`src/rtl/wb_master_pkg.sv`:
```
// Shared types and constants for the single-outstanding Wishbone classic initiator.
package wb_master_pkg;

  localparam int WB_DAT_W               = 32;
  localparam int WB_SEL_W               = 4;
  localparam int DEFAULT_TIMEOUT_CYCLES = 255;

  typedef enum logic [1:0] {
    S_IDLE = 2'd0,
    S_BUS  = 2'd1,
    S_RESP = 2'd2
  } state_t;

endpackage

```
`src/rtl/wb_timeout_counter.sv`:
```
// Saturating bus-cycle counter; expired is high while the count equals MAX_COUNT.
module wb_timeout_counter
  import wb_master_pkg::*;
#(
  parameter int MAX_COUNT = DEFAULT_TIMEOUT_CYCLES
) (
  input  logic clk,
  input  logic rst_n,
  input  logic clr,
  input  logic en,
  output logic expired
);

  localparam int CNT_W = (MAX_COUNT < 1) ? 1 : $clog2(MAX_COUNT + 1);
  localparam logic [CNT_W-1:0] LIMIT = CNT_W'(MAX_COUNT);
  localparam logic [CNT_W-1:0] ONE   = CNT_W'(1);
  localparam logic [CNT_W-1:0] SAT   = {CNT_W{1'b1}};

  logic [CNT_W-1:0] count;

  // Count wait cycles; holds at all-ones rather than wrapping.
  always_ff @(posedge clk) begin
    if (!rst_n) begin
      count <= {CNT_W{1'b0}};
    end else if (clr) begin
      count <= {CNT_W{1'b0}};
    end else if (en && (count != SAT)) begin
      count <= count + ONE;
    end else begin
      count <= count;
    end
  end

  assign expired = (count == LIMIT);

endmodule

```
`src/rtl/wb_master_bridge.sv`:
```
// Valid/ready command to Wishbone classic initiator, one transaction in flight.
// Optional bus timeout enabled by defining WB_MASTER_TIMEOUT_EN.
module wb_master_bridge
  import wb_master_pkg::*;
#(
  parameter int ADR_W          = 32,
  parameter int TIMEOUT_CYCLES = DEFAULT_TIMEOUT_CYCLES
) (
  input  logic                wb_clk_i,
  input  logic                wb_rst_ni,
  input  logic                cmd_valid_i,
  output logic                cmd_ready_o,
  input  logic                cmd_we_i,
  input  logic [ADR_W-1:0]    cmd_adr_i,
  input  logic [WB_DAT_W-1:0] cmd_dat_i,
  input  logic [WB_SEL_W-1:0] cmd_sel_i,
  output logic                rsp_valid_o,
  input  logic                rsp_ready_i,
  output logic [WB_DAT_W-1:0] rsp_dat_o,
  output logic                rsp_err_o,
  output logic                wbm_cyc_o,
  output logic                wbm_stb_o,
  output logic                wbm_we_o,
  output logic [WB_SEL_W-1:0] wbm_sel_o,
  output logic [ADR_W-1:0]    wbm_adr_o,
  output logic [WB_DAT_W-1:0] wbm_dat_o,
  input  logic                wbm_ack_i,
  input  logic                wbm_err_i,
  input  logic [WB_DAT_W-1:0] wbm_dat_i
);

  state_t state, next_state;

  logic                cyc_nx, stb_nx, we_nx;
  logic [WB_SEL_W-1:0] sel_nx;
  logic [ADR_W-1:0]    adr_nx;
  logic [WB_DAT_W-1:0] wdat_nx;
  logic                rsp_valid_nx, rsp_err_nx;
  logic [WB_DAT_W-1:0] rsp_dat_nx;
  logic                timeout;

`ifdef WB_MASTER_TIMEOUT_EN
  logic bus_wait;
  assign bus_wait = (state == S_BUS) && !wbm_ack_i && !wbm_err_i;

  wb_timeout_counter #(
    .MAX_COUNT(TIMEOUT_CYCLES)
  ) u_timeout (
    .clk    (wb_clk_i),
    .rst_n  (wb_rst_ni),
    .clr    (state != S_BUS),
    .en     (bus_wait),
    .expired(timeout)
  );
`else
  assign timeout = 1'b0;
`endif

  // Ready only when idle and out of reset.
  assign cmd_ready_o = wb_rst_ni && (state == S_IDLE);

  // State register.
  always_ff @(posedge wb_clk_i) begin
    if (!wb_rst_ni) begin
      state <= S_IDLE;
    end else begin
      state <= next_state;
    end
  end

  // Next state and next values of every registered output.
  always_comb begin
    next_state   = state;
    cyc_nx       = wbm_cyc_o;
    stb_nx       = wbm_stb_o;
    we_nx        = wbm_we_o;
    sel_nx       = wbm_sel_o;
    adr_nx       = wbm_adr_o;
    wdat_nx      = wbm_dat_o;
    rsp_valid_nx = rsp_valid_o;
    rsp_dat_nx   = rsp_dat_o;
    rsp_err_nx   = rsp_err_o;
    case (state)
      S_IDLE: begin
        if (cmd_valid_i) begin
          next_state = S_BUS;
          cyc_nx     = 1'b1;
          stb_nx     = 1'b1;
          we_nx      = cmd_we_i;
          sel_nx     = cmd_sel_i;
          adr_nx     = cmd_adr_i;
          wdat_nx    = cmd_dat_i;
        end else begin
          next_state = S_IDLE;
        end
      end
      S_BUS: begin
        // err wins over a simultaneous ack; any termination wins over timeout.
        if (wbm_err_i) begin
          next_state   = S_RESP;
          cyc_nx       = 1'b0;
          stb_nx       = 1'b0;
          rsp_valid_nx = 1'b1;
          rsp_dat_nx   = 32'h0000_0000;
          rsp_err_nx   = 1'b1;
        end else if (wbm_ack_i) begin
          next_state   = S_RESP;
          cyc_nx       = 1'b0;
          stb_nx       = 1'b0;
          rsp_valid_nx = 1'b1;
          rsp_dat_nx   = wbm_we_o ? 32'h0000_0000 : wbm_dat_i;
          rsp_err_nx   = 1'b0;
        end else if (timeout) begin
          next_state   = S_RESP;
          cyc_nx       = 1'b0;
          stb_nx       = 1'b0;
          rsp_valid_nx = 1'b1;
          rsp_dat_nx   = 32'h0000_0000;
          rsp_err_nx   = 1'b1;
        end else begin
          next_state = S_BUS;
        end
      end
      S_RESP: begin
        if (rsp_ready_i) begin
          next_state   = S_IDLE;
          rsp_valid_nx = 1'b0;
          rsp_dat_nx   = 32'h0000_0000;
          rsp_err_nx   = 1'b0;
        end else begin
          next_state = S_RESP;
        end
      end
      default: begin
        next_state   = S_IDLE;
        cyc_nx       = 1'b0;
        stb_nx       = 1'b0;
        rsp_valid_nx = 1'b0;
        rsp_dat_nx   = 32'h0000_0000;
        rsp_err_nx   = 1'b0;
      end
    endcase
  end

  // Output registers; reset drops cyc/stb and discards any pending response.
  always_ff @(posedge wb_clk_i) begin
    if (!wb_rst_ni) begin
      wbm_cyc_o   <= 1'b0;
      wbm_stb_o   <= 1'b0;
      wbm_we_o    <= 1'b0;
      wbm_sel_o   <= {WB_SEL_W{1'b0}};
      wbm_adr_o   <= {ADR_W{1'b0}};
      wbm_dat_o   <= {WB_DAT_W{1'b0}};
      rsp_valid_o <= 1'b0;
      rsp_dat_o   <= {WB_DAT_W{1'b0}};
      rsp_err_o   <= 1'b0;
    end else begin
      wbm_cyc_o   <= cyc_nx;
      wbm_stb_o   <= stb_nx;
      wbm_we_o    <= we_nx;
      wbm_sel_o   <= sel_nx;
      wbm_adr_o   <= adr_nx;
      wbm_dat_o   <= wdat_nx;
      rsp_valid_o <= rsp_valid_nx;
      rsp_dat_o   <= rsp_dat_nx;
      rsp_err_o   <= rsp_err_nx;
    end
  end

endmodule

```
`config.mk`:
```
export PLATFORM = sky130hd
export DESIGN_NAME = wb_master_bridge
export DESIGN_NICKNAME = d
export VERILOG_FILES = /design/src/rtl/wb_master_pkg.sv /design/src/rtl/wb_timeout_counter.sv /design/src/rtl/wb_master_bridge.sv
export SDC_FILE = /design/constraint.sdc
export NUM_CORES = 1
export LEC_CHECK = 0
export CAP_MARGIN = 25
export CORE_ASPECT_RATIO = 0.8
export CORE_MARGIN = 4
export CORE_UTILIZATION = 40
export DETAILED_ROUTE_END_ITERATION = 8
export GPL_TIMING_DRIVEN = 0
export PLACE_DENSITY_LB_ADDON = 0.05
export SLEW_MARGIN = 5
export SYNTH_ARGS = -nofsm -noshare
export SYNTH_HDL_FRONTEND = slang
export SYNTH_SLANG_ARGS = --single-unit
```
`constraint.sdc`:
```
create_clock -name wb_clk_i -period 1.7 [get_ports wb_clk_i]
set_input_delay 0.34 -clock wb_clk_i [delete_from_list [all_inputs] [get_ports wb_clk_i]]
set_output_delay 0.34 -clock wb_clk_i [all_outputs]
set_load 0.02 [all_outputs]
```
==> run_results.csv <==
group,metric,value,unit
detailed_routing,ant_nets,0,
worst_setup_path,ff2ff_path_depth,5,
power_and_ir_drop,p_total,6.01,mW
worst_hold_path,hold_end,"wbm_dat_o[1]",
power_and_ir_drop,peakVddDrop,0.596,mV
place,io_buffers,211,
power_and_ir_drop,power_frac_comb,0.188,
floorplan,dieArea,0.0120,mm²
worst_setup_path,worst_setup_path_start_kind,"flip-flop",
floorplan,core_area,0.00985,mm²
global_routing,grt_pass1_vias,3970,
clocking,cts_root_buffer,"clkbuf_16",
worst_setup_path,path_cells,"clkdlybuf4s50_1",
timing,skew,0.00630,ns
power_and_ir_drop,clkPwrFrac,0.368,
global_routing,grt_pass1_wl,19600,µm
clocking,cts_hold_buf,0,
timing,fin_crit,1.66,ns
clocking,cts_tree,"done",
layout,ff_latch_area,0.00212,mm²
global_routing,antenna_found_initial,0,
detailed_routing,num_vias,3932,
worst_setup_path,cp-end-kind,"output pin",
clocking,postCtsSetupBuffers,0,
worst_setup_path,crit_arrival,1.32,ns
yosys,ys_ff_latch,106,
flow_run,maxCapViolCount,0,
place,dp.final_hpwl,9630,µm
power_and_ir_drop,p_leak,2.58,nW
detailed_routing,post_drt_via_cell_ratio,4.72,
power_and_ir_drop,switching_share,0.248,
worst_setup_path,max_stage_delay,0.65,ns
timing,setup_ws,0.0377,ns
detailed_routing,totalWireLength,12500,µm
worst_hold_path,min_path_cells,2,
yosys,synth_cell_types,23,
run_status,status,"finished, final reports clean",
worst_setup_path,critical_path_class,"flip-flop to output pin",
power_and_ir_drop,p_int,4.52,mW
yosys,synth_area,0.00414,mm²
worst_setup_path,crit_slowest_cell,"clkdlybuf4s50_1",
clocking,clock_path_buffers,2,
timing,finalCritPeriodShare,0.978,
power_and_ir_drop,power_frac_seq,0.444,
worst_setup_path,cp_max_fo,2,
worst_setup_path,rrSetupSlack,0.11,ns
worst_setup_path,rr_endpoint,"rsp_dat_o[12]",
power_and_ir_drop,p_switching,1.49,mW
worst_setup_path,cpLargestDelayFamily,"buffers and inverters",
detailed_routing,wire_per_inst,15.0,µm
timing,worstMarginPinSlew,0.543,ns
global_routing,overflow,0,
global_routing,grtUsageTotal,0.205,
yosys,synthCells,470,
clocking,numCtsBuffers,9,
layout,multiInputGateArea,0.00180,mm²
timing,maxSlewViolCount,0,
detailed_routing,dr.pass1.iters,4,
yosys,syn_nets,577,
power_and_ir_drop,p_per_area,889,mW/mm²
detailed_routing,initialDrtViolationCount,203,
clocking,clkTransAtPathRegs,0.07,ns
timing,rsz0062_at_grt,"yes",
timing,hold_viol,0,
timing,relSlewSlack,0.638,
yosys,ys_seq_area_frac,0.513,
floorplan,die_x,122,µm
floorplan,start_util,0.420,
floorplan,core.rowCount,32,
worst_setup_path,r2r-start,"state[0]",
worst_setup_path,critPathBufInv,1,
timing,fmax,602,MHz
worst_hold_path,hp-start,"wb_rst_ni",
place,placed_cell_area,0.00642,mm²
floorplan,pin_count,213,
clocking,clock_latency,0.34,ns
layout,nFillCells,860,
layout,postLayoutCoreUtil,0.686,
layout,drive_gt1_frac,0.0617,
place,detailedPlace.worstSlack,-0.342,ns
worst_setup_path,crit_required,1.36,ns
clocking,htree_levels,3,
timing,whs,0.410,ns
yosys,syn_area_per_cell,8.80,µm²
clocking,cts.sinks,106,
layout,final_area,0.00676,mm²
layout,diodes,0,
yosys,yosysWarnings,0,
place,gp_congestion,0.765,
worst_hold_path,holdCritPathClass,"primary input to flip-flop",
layout,syn2layout_area_growth,63.4,%
layout,final_nets,799,
timing,finalSetupViolations,0,
detailed_routing,drc,0,
global_routing,grt_max_degree,17,
floorplan,die_h,98.9,µm
synth_stat cells:
cell	n	share of area
buf_6	6	0.016
dfxtp_1	106	0.51
o31ai_1	1	0.0018
nand2_1	172	0.16
a21boi_1	23	0.042
or3b_1	1	0.0021
nand2_2	1	0.0015
nor4b_4	1	0.0057
nand3_1	32	0.039
a21boi_0	46	0.084
a21oi_1	1	0.0012
clkbuf_1	15	0.014
a22oi_1	1	0.0018
mux2i_1	33	0.080
nor3b_1	3	0.0054
nor2b_1	1	0.0015
buf_4	1	0.0018
buf_2	17	0.021
nor3b_2	1	0.0030
nor2_1	3	0.0027
and2_1	1	0.0015
o21a_1	2	0.0036
o21ai_0	2	0.0024
sequential cells by signal, indices dropped and copies added, names as in the netlist:
name	cells
rsp_dat_o	32
wbm_adr_o	32
wbm_dat_o	32
wbm_sel_o	4
state	2
rsp_err_o	1
rsp_valid_o	1
wbm_stb_o	1
wbm_we_o	1
per-stage QoR:
stage | cells | setup TNS [ns]
global placement | 817 | -22.13
floorplan | 470 | 0
CTS | 833 | 0
global route | 833 | -0.0622
finish | 833 | 0
detailed placement | 817 | -24.00
layout by cell type, fill, tap and decap left out, types with 4 or more instances in the layout:
cell	netlist	routed
a21boi_0	46	46
a21boi_1	23	23
buf_2	17	15
buf_4	1	4
buf_6	6	6
clkbuf_1	15	16
clkbuf_16	0	9
clkdlybuf4s50_1	0	201
dfxtp_1	106	106
dlymetal6s2s_1	0	6
mux2i_1	33	33
nand2_1	172	172
nand3_1	32	32
cells by family after synthesis:
family / share of synthesized area
buffers and inverters: 0.0523
and+or+nand+nor: 0.218
DFF: 0.513
muxes: 0.0799
AOI/OAI and AO/OA: 0.136
worst reg2reg max path, stage by stage (launching register included):
cell and delay, ns:
dfxtp_1 0.32, buf_2 0.22, nor4b_4 0.41, buf_4 0.25, nand3_1 0.11, mux2i_1 0.20
power by group through the flow:
stage	logic (mW)	registers [mW]	clock network (mW)
2_1_floorplan	0.384	2.87	0
3_3_place_gp	1.12	2.72	0
3_5_place_dp	1.14	2.73	0
4_1_cts	1.14	2.67	2.26
5_1_grt	1.22	2.68	2.35
6_report	1.13	2.67	2.21
worst max path at each step:
stage	to	cells past startpoint	slack (ns)	start
final	wbm_dat_o[8]	1	0.04	wbm_dat_o[8]
after global routing	rsp_dat_o[18]	5	-0.03	state[0]
after CTS	wbm_dat_o[4]	5	0.006	state[0]
after detailed placement	wbm_dat_o[4]	5	-0.34	cmd_valid_i
after global placement	wbm_dat_o[4]	5	-0.29	cmd_valid_i
after floorplan	cmd_ready_o	2	0.25	wb_rst_ni
cell type report:
| cell class | count | share of cell area |
|---|---|---|
| well taps | 136 | 0.0252 |
| multi-input cells | 325 | 0.267 |
| repair buffers | 211 | 0.313 |
| clock inverters | 5 | 0.0115 |
| clock buffers | 11 | 0.0359 |
| flip-flops and latches | 106 | 0.314 |
| plain buffers | 39 | 0.0331 |
metal layers:
layer / routed length [µm] / GRT usage / vias to the layer above
met5: 0 / 0 / -
met4: 133 / 0.0508 / 0
met3: 1200 / 0.0838 / 14
met2: 6000 / 0.343 / 134
met1: 5180 / 0.245 / 1807
li1: - / - / 1977
timing repair:
item                                    in CTS  in global routing
gates resized for setup                      7                 14
endpoints found under the setup margin       4                 78
pin swaps                                    0                  0
Note: power is estimated with default switching activity, not from simulation.
